File: src/rtl/vedic_multiplier_pipelined_if.sv
// Operand/result bundle for the pipelined Vedic multiplier.
// The slave modport is the multiplier's view; the master modport is the producer/consumer side.
interface vedic_multiplier_pipelined_if #(
    parameter int WIDTH = 8,
    parameter int TAG_W = 4
);
    logic [WIDTH-1:0]   inData_A;
    logic [WIDTH-1:0]   inData_B;
    logic               in_signed;
    logic [TAG_W-1:0]   in_tag;
    logic               in_valid;
    logic               in_ready;
    logic [2*WIDTH-1:0] outData_C;
    logic [TAG_W-1:0]   out_tag;
    logic               out_valid;
    logic               out_ready;

    modport master (
        output inData_A, inData_B, in_signed, in_tag, in_valid, out_ready,
        input  in_ready, outData_C, out_tag, out_valid
    );

    modport slave (
        input  inData_A, inData_B, in_signed, in_tag, in_valid, out_ready,
        output in_ready, outData_C, out_tag, out_valid
    );
endinterface

File: src/rtl/vedic_multiplier_pipelined.sv
// Pipelined Urdhva-Tiryagbhyam multiplier: 2x2 cells, then log2(WIDTH)-1 combine levels, sign fixed at the end.
// Latency log2(WIDTH) cycles; one op/cycle; the whole pipe freezes while the output is held by the consumer.
module vedic_multiplier_pipelined #(
    parameter int WIDTH = 8,
    parameter int TAG_W = 4
) (
    input  logic clk,
    input  logic rst,
    vedic_multiplier_pipelined_if.slave bus
);
    localparam int LAT = $clog2(WIDTH);

    if (WIDTH < 2 || (WIDTH & (WIDTH - 1)) != 0) begin : g_bad_width
        $error("vedic_multiplier_pipelined: WIDTH must be a power of two >= 2");
    end
    if (TAG_W < 1) begin : g_bad_tag
        $error("vedic_multiplier_pipelined: TAG_W must be >= 1");
    end

    logic             advance;
    logic [WIDTH-1:0] mag_a;
    logic [WIDTH-1:0] mag_b;
    logic             neg_in;

    // Base 2x2 vertical-and-crosswise cell
    function automatic logic [3:0] cell2(input logic [1:0] a, input logic [1:0] b);
        logic lh, hl, hh, c;
        lh = a[0] & b[1];
        hl = a[1] & b[0];
        hh = a[1] & b[1];
        c  = lh & hl;
        return {hh & c, hh ^ c, lh ^ hl, a[0] & b[0]};
    endfunction

    // Magnitudes are WIDTH-bit unsigned, so the most negative value maps to 2^(WIDTH-1)
    always_comb begin
        mag_a  = (bus.in_signed && bus.inData_A[WIDTH-1]) ? -bus.inData_A : bus.inData_A;
        mag_b  = (bus.in_signed && bus.inData_B[WIDTH-1]) ? -bus.inData_B : bus.inData_B;
        neg_in = bus.in_signed & (bus.inData_A[WIDTH-1] ^ bus.inData_B[WIDTH-1]);
    end

    for (genvar l = 0; l < LAT; l++) begin : g_lvl
        localparam int DW   = 2 << l;
        localparam int PW   = 2 * DW;
        localparam int CNT  = WIDTH / DW;
        localparam bit LAST = (l == LAT - 1);

        logic [PW-1:0]    prod   [CNT*CNT];
        logic [PW-1:0]    prod_d [CNT*CNT];
        logic             vld;
        logic             vld_d;
        logic             neg_d;
        logic [TAG_W-1:0] tag;
        logic [TAG_W-1:0] tag_d;

        if (l == 0) begin : g_base
            always_comb begin
                vld_d = bus.in_valid;
                tag_d = bus.in_tag;
                neg_d = neg_in;
                for (int i = 0; i < CNT; i++) begin
                    for (int j = 0; j < CNT; j++) begin
                        prod_d[i*CNT+j] = cell2(mag_a[2*i +: 2], mag_b[2*j +: 2]);
                    end
                end
                if (LAST && neg_d) prod_d[0] = -prod_d[0];
            end
        end else begin : g_comb
            localparam int PCNT = 2 * CNT;
            // Four half-width products: low*low + (cross terms << DW/2) + high*high << DW
            always_comb begin
                vld_d = g_lvl[l-1].vld;
                tag_d = g_lvl[l-1].tag;
                neg_d = g_lvl[l-1].g_neg.neg;
                for (int i = 0; i < CNT; i++) begin
                    for (int j = 0; j < CNT; j++) begin
                        prod_d[i*CNT+j] =
                              PW'(g_lvl[l-1].prod[(2*i)*PCNT + 2*j])
                            + ((PW'(g_lvl[l-1].prod[(2*i)*PCNT + 2*j+1])
                              + PW'(g_lvl[l-1].prod[(2*i+1)*PCNT + 2*j])) << (DW/2))
                            + (PW'(g_lvl[l-1].prod[(2*i+1)*PCNT + 2*j+1]) << DW);
                    end
                end
                if (LAST && neg_d) prod_d[0] = -prod_d[0];
            end
        end

        always_ff @(posedge clk) begin
            if (rst) begin
                vld <= 1'b0;
                tag <= '0;
                for (int k = 0; k < CNT*CNT; k++) prod[k] <= '0;
            end else if (advance) begin
                vld  <= vld_d;
                tag  <= tag_d;
                prod <= prod_d;
            end
        end

        if (!LAST) begin : g_neg
            logic neg;
            always_ff @(posedge clk) begin
                if (rst)          neg <= 1'b0;
                else if (advance) neg <= neg_d;
            end
        end
    end

    assign advance       = !bus.out_valid || bus.out_ready;
    assign bus.in_ready  = advance && !rst;
    assign bus.out_valid = g_lvl[LAT-1].vld;
    assign bus.out_tag   = g_lvl[LAT-1].tag;
    assign bus.outData_C = g_lvl[LAT-1].prod[0];
endmodule

File: src/flat_wrapper.sv
// flat-port wrapper written by rule: the top's interface ports become plain ports
module vedic_multiplier_pipelined_flat 
#(
    parameter int WIDTH = 8,
    parameter int TAG_W = 4
)
  (clk, rst, bus_inData_A, bus_inData_B, bus_in_signed, bus_in_tag, bus_in_valid, bus_out_ready, bus_in_ready, bus_outData_C, bus_out_tag, bus_out_valid);
  vedic_multiplier_pipelined_if #(.WIDTH(WIDTH), .TAG_W(TAG_W)) bus_i ();
  input  logic clk;
  input  logic rst;
  input wire logic [$bits(bus_i.inData_A)-1:0] bus_inData_A;
  input wire logic [$bits(bus_i.inData_B)-1:0] bus_inData_B;
  input wire logic [$bits(bus_i.in_signed)-1:0] bus_in_signed;
  input wire logic [$bits(bus_i.in_tag)-1:0] bus_in_tag;
  input wire logic [$bits(bus_i.in_valid)-1:0] bus_in_valid;
  input wire logic [$bits(bus_i.out_ready)-1:0] bus_out_ready;
  output wire logic [$bits(bus_i.in_ready)-1:0] bus_in_ready;
  output wire logic [$bits(bus_i.outData_C)-1:0] bus_outData_C;
  output wire logic [$bits(bus_i.out_tag)-1:0] bus_out_tag;
  output wire logic [$bits(bus_i.out_valid)-1:0] bus_out_valid;
  assign bus_i.inData_A = bus_inData_A;
  assign bus_i.inData_B = bus_inData_B;
  assign bus_i.in_signed = bus_in_signed;
  assign bus_i.in_tag = bus_in_tag;
  assign bus_i.in_valid = bus_in_valid;
  assign bus_i.out_ready = bus_out_ready;
  assign bus_in_ready = bus_i.in_ready;
  assign bus_outData_C = bus_i.outData_C;
  assign bus_out_tag = bus_i.out_tag;
  assign bus_out_valid = bus_i.out_valid;
  vedic_multiplier_pipelined #(.WIDTH(WIDTH), .TAG_W(TAG_W)) u_core (.clk(clk), .rst(rst), .bus(bus_i));
endmodule
File: config.mk
export PLATFORM = sky130hd
export DESIGN_NAME = vedic_multiplier_pipelined_flat
export DESIGN_NICKNAME = d
export VERILOG_FILES = /design/src/rtl/vedic_multiplier_pipelined_if.sv /design/src/rtl/vedic_multiplier_pipelined.sv /design/src/flat_wrapper.sv
export SDC_FILE = /design/constraint.sdc
export NUM_CORES = 1
export LEC_CHECK = 0
export BUFFER_PORTS_ARGS = -buffer_cell sky130_fd_sc_hd__buf_2
export CAP_MARGIN = 5
export CELL_PAD_IN_SITES_DETAIL_PLACEMENT = 0
export CELL_PAD_IN_SITES_GLOBAL_PLACEMENT = 1
export CORE_MARGIN = 10
export CORE_UTILIZATION = 44
export CTS_CLUSTER_DIAMETER = 30
export CTS_CLUSTER_SIZE = 10
export DETAILED_ROUTE_END_ITERATION = 10
export PLACE_DENSITY_LB_ADDON = 0.1
export RECOVER_POWER = 25
export REMOVE_ABC_BUFFERS = 1
export SETUP_SLACK_MARGIN = 0.15
export SYNTH_ARGS = -nofsm -noshare
export SYNTH_HDL_FRONTEND = slang
export SYNTH_SLANG_ARGS = --single-unit
File: constraint.sdc
create_clock -name clk -period 4.5 [get_ports clk]
set_input_delay 0.9 -clock clk [delete_from_list [all_inputs] [get_ports clk]]
set_output_delay 0.9 -clock clk [all_outputs]
set_load 0.02 [all_outputs]
Yosys cells after proc, flatten, opt, wreduce, memory -nomap -nowiden. Index checks and enable logic that the tools add are counted. Widths: inputs -> output; s select.

$add $sub $neg: 18. Bitwise operators: 130. Reduce and logical (&&, ||, !) cells: 6. Multiplexer cells: 3.

Operators by type and width (number): $and 1x1->1 (97); $xor 1x1->1 (33); $add 4x8->8 (4); $add 8x8->8 (4); $add 4x4->5 (4); $add 16x16->16 (1); $add 8x16->16 (1); $mux 16 (1); $mux 8 (2); $neg 16->16 (1); $neg 8->8 (2); $add 8x8->9 (1); $logic_and 1x1->1 (3); $logic_not 1->1 (2); $logic_or 1x1->1 (1).

Output and inout bits: 22. Flip-flop bits (word level): 129. Logic and storage cells: 186.

Depth between registers and ports, before layout.
Word-level depth: 5. Depth in mapped cells: 18. Gate-level depth less buffers: 18.

Worst setup path before layout. No wires, ideal clock.

Path type: reg2reg. From: register u_core.g_lvl[1].prod[8] (netlist name). To: register u_core.g_lvl[2].prod, in the netlist u_core.bus.outData_C[13]. Library setup time: 137 ps. Slack: 1045 ps. Stages on the path, launching flop included: 18. Arrival: 3318 ps. Buffers on the path: 0. Cells stage by stage: dfxtp_1 ha_1 inv_1 fa_1 nor2b_1 o21ai_0 a21boi_1 o21a_1 nor2_1 xnor2_1 ha_1 a21oi_1 a21boi_0 a221o_1 nor3b_2 a41oi_1 xor2_1 a211oi_2.

Word-level cells in the longest chain between the ends: 5.

RTL lines: start: declaration (RTL line vedic_multiplier_pipelined.sv:48) `logic [PW-1:0] prod [CNT*CNT];`; start signal: assignment (RTL line vedic_multiplier_pipelined.sv:96) `prod <= prod_d;`; $add 8x8->9 (*) (RTL line vedic_multiplier_pipelined.sv:80) `+ PW'(g_lvl[l-1].prod[(2*i+1)*PCNT + 2*j])) << (DW/2))`; $add 8x16->16 (*) (RTL line vedic_multiplier_pipelined.sv:79) `+ ((PW'(g_lvl[l-1].prod[(2*i)*PCNT + 2*j+1])`; $add 16x16->16 (*) (RTL line vedic_multiplier_pipelined.sv:81) `+ (PW'(g_lvl[l-1].prod[(2*i+1)*PCNT + 2*j+1]) << DW);`; $neg 16->16 (RTL line vedic_multiplier_pipelined.sv:84) `if (LAST && neg_d) prod_d[0] = -prod_d[0];`; $mux 16 (*) (RTL line vedic_multiplier_pipelined.sv:84); end signal: assignment (RTL line vedic_multiplier_pipelined.sv:96); end: declaration (RTL line vedic_multiplier_pipelined.sv:48).

Mark *: on every way between the ends. The rest lies on a longest branch, timed or not. A chain may end at the register's enable or synchronous reset.

Worst setup path in the final report. Same ends and word-level chain as after synthesis.

==> impl_metrics.ini <==
[synth]
synth_top_cell_area_share = 0.338
syn_inst = 959
yosys.area.top_type = dfxtp_1
synth_edf_count = 0
synth_area_um2 = 7640
yosys-top-cells-count = 211 x nand2_1, 141 x a21oi_1, 129 x dfxtp_1
synth_area_per_cell_um2 = 7.97
post-synth-top-count-cell = nand2_1
synthTopCellsByArea = dfxtp_1 34%, ha_1 15%, nand2_1 10%, a21oi_1 9.2%, nor2_1 5.6%
synthDistinctLibCells = 60
synth_warnings = 0
async_flop_share = 0
ys_seq_area_frac = 0.338
synth-seq-cells = 129
synth_flop_cell = dfxtp_1

[setup_path]
r2r_cells = 17
r2r_slack_ps = 700
critPathMaxFanout = 5
rr_startpoint = u_core.g_lvl[1].prod[8]$_SDFFE_PP0N_
rr_endpoint = u_core.bus.outData_C[13]$_SDFFE_PP0N_
start_kind = register
cp-end-kind = register
path_class = reg -> reg
crit_required_ps = 4780
crit_arrival_ps = 4080

[detailed_routing]
initialDrtViolationCount = 345
drt_first_pass_iters = 4
routed.top_layer = met4
wl_met1_um = 9350
viasPerCell = 5.15
totalWireLength_um = 18200
routed-wl-met3_um = 666
antenna_left = 0
wl_met2_um = 7880
wl_per_cell_um = 14.8
route.detailed.drc = 0
routed-via-count = 6333

[power]
ir_worst_vdd_mv = 0.300
netSwitchingPower_mw = 1.04
p_sw_frac = 0.312
p_int_mw = 2.30
p_leak_nw = 3.85
comb_power_share = 0.213
power_frac_seq = 0.385
power.density_nw_per_um2 = 387
power_frac_clock = 0.402

[global_routing]
antenna_found_initial = 0
grt_pass1_wl_um = 30500
grt_usage = 0.157
grt_pass1_vias = 5958
overflow = 0
grt_max_degree = 80

[clocking]
post_cts_buffers = 0
numClockSinks = 129
tritoncts = yes
cts.clk_slew.worst_paths_ps = 60
htree_levels = 4
cts_made_buffers = 17
clock_path_buffers = 2
hold_buffers = 0
cts_resized = 0
clk_latency_ps = 420
clk_root_buffer_cell = clkbuf_16

[timing]
final_max_slew_viol_count = 125
period_minus_slack_ps = 3800
worst_slew_pin_slew_ps = 2050
setup_viol = 0
finalCritPeriodShare = 0.844
finClkSkew_ps = 8.93
max_freq_ghz = 0.263
rsz0062_at_grt = false
tns_ps = 0
hold_viol_final = 0
hold_slack_ps = 448
slew_headroom = -0.364

[min_path]
hold_depth = 2
min_from = u_core.bus.outData_C[0]$_SDFFE_PP0N_
hold_end = u_core.bus.outData_C[0]$_SDFFE_PP0N_
hp-class = reg -> reg

[layout]
syn_to_final_growth_pct = 12.8
seq_area_um2 = 2580
fin_nets = 1117
fin_util = 0.502
antenna_cells = 0
fillCellCount = 1813
layout.cells.non_filler = 1230
multi_input_area_um2 = 4790
drive_gt1_frac = 0.0856

[job]
drv_cap = 2

[die]
fp.dieH_um = 152
start_util = 0.445
rows = 48
die_area_um2 = 23000
core-area_um2 = 17200
die_w_um = 152
io_pins = 47

[run_status]
status = finished, violations left
violations = max-capacitance violations, max-slew violations

[place]
dp.cells = 1198
gp_congestion = 0.787
post-dp-hpwl_um = 13000
port_buffers = 46
how the worst max path moves through the flow:
stage	start	end	slack, ps	depth (start not counted)
finish	u_core.g_lvl[1].prod[8]$_SDFFE_PP0N_	u_core.bus.outData_C[13]$_SDFFE_PP0N_	700	17
global placement	u_core.g_lvl[1].prod[8]$_SDFFE_PP0N_	u_core.bus.outData_C[13]$_SDFFE_PP0N_	750	17
global route	u_core.g_lvl[1].prod[8]$_SDFFE_PP0N_	u_core.bus.outData_C[15]$_SDFFE_PP0N_	260	17
floorplan	bus_out_ready	bus_in_ready	-2100	2
CTS	u_core.g_lvl[1].prod[8]$_SDFFE_PP0N_	u_core.bus.outData_C[13]$_SDFFE_PP0N_	670	17
detailed placement	u_core.g_lvl[1].prod[8]$_SDFFE_PP0N_	u_core.bus.outData_C[13]$_SDFFE_PP0N_	710	17
placed cells by master, fill, tap and decap left out, types with 3 or more instances in the layout:
| cell type | netlist | routed |
|---|---|---|
| inv_1 | 23 | 23 |
| a211oi_2 | 3 | 3 |
| nor2b_1 | 4 | 4 |
| fa_1 | 10 | 10 |
| a311oi_1 | 3 | 3 |
| buf_4 | 0 | 14 |
| dfxtp_1 | 129 | 129 |
| nor3_1 | 13 | 13 |
| buf_2 | 0 | 24 |
| xor2_1 | 14 | 14 |
| o211ai_1 | 3 | 3 |
| nor2_1 | 114 | 114 |
| a31oi_1 | 3 | 3 |
| nand3_1 | 5 | 5 |
| clkbuf_1 | 43 | 23 |
| ha_1 | 90 | 90 |
| xnor2_1 | 43 | 43 |
| nand2_1 | 211 | 211 |
| or3_1 | 3 | 3 |
| a21o_1 | 24 | 24 |
| a21oi_1 | 141 | 141 |
| clkinv_4 | 0 | 3 |
| clkbuf_16 | 0 | 17 |
| inv_6 | 0 | 4 |
| o21a_1 | 3 | 3 |
| a211oi_1 | 14 | 14 |
| o21ai_0 | 7 | 7 |
| o21bai_1 | 5 | 5 |
| o31ai_1 | 4 | 4 |
| mux2i_1 | 3 | 3 |
per-stage QoR:
stage	worst slack (ps)	cell area (µm²)	power [mW]
floorplan	-2100	7450	1.82
global placement	748	8100	2.03
detailed placement	709	8100	2.04
CTS	671	8670	3.39
global route	262	8630	3.53
finish	704	8630	3.34
cell type report:
class                      instances  area share
clock buffer                      19      0.0513
timing repair buffer              61      0.0363
inverter                          23      0.0100
multi-input combinational        760       0.556
tap                              225      0.0326
sequential                       129       0.299
clock inverter                    13      0.0148
state kept, by name, summed over array words and instances, names as in the netlist:
name,cells
u_core.g_lvl.tag,8
u_core.g_lvl.g_neg.neg,2
u_core.bus.out_valid,1
u_core.bus.out_tag,4
u_core.g_lvl.prod,96
u_core.bus.outData_C,16
u_core.g_lvl.vld,2
routing by layer:
metal	vias to the layer above	GRT usage
met5	-	0
met4	0	0.0477
met3	16	0.0339
met2	93	0.238
met1	2887	0.217
li1	3337	-
power groups by stage:
stage	Combinational (mW)	Clock (mW)	Sequential [mW]
after floorplan	0.491	0	1.32
after global placement	0.721	0	1.31
after detailed placement	0.723	0	1.31
after CTS	0.728	1.38	1.29
after global routing	0.808	1.43	1.30
final	0.711	1.34	1.29
critical path, cell delays in order (launching register included):
cell	delay, ps
dfxtp_1	340
ha_1	170
inv_1	50
fa_1	400
nor2b_1	120
o21ai_0	100
a21boi_1	210
o21a_1	150
nor2_1	50
xnor2_1	180
ha_1	290
a21oi_1	380
a21boi_0	150
a221o_1	420
nor3b_2	180
a41oi_1	200
xor2_1	200
a211oi_2	80
cells by family (layout without fill, tap and decap cells):
logic type,after synthesis,in the layout,share of synthesized area
compound gates,232,232,0.187
xor+xnor,57,57,0.0653
fa+ha+maj,100,100,0.173
buf+inv,70,116,0.0363
flops,129,129,0.338
mux,3,3,0.00393
simple gates,368,368,0.197
Note: power is estimated with default switching activity, not from simulation.
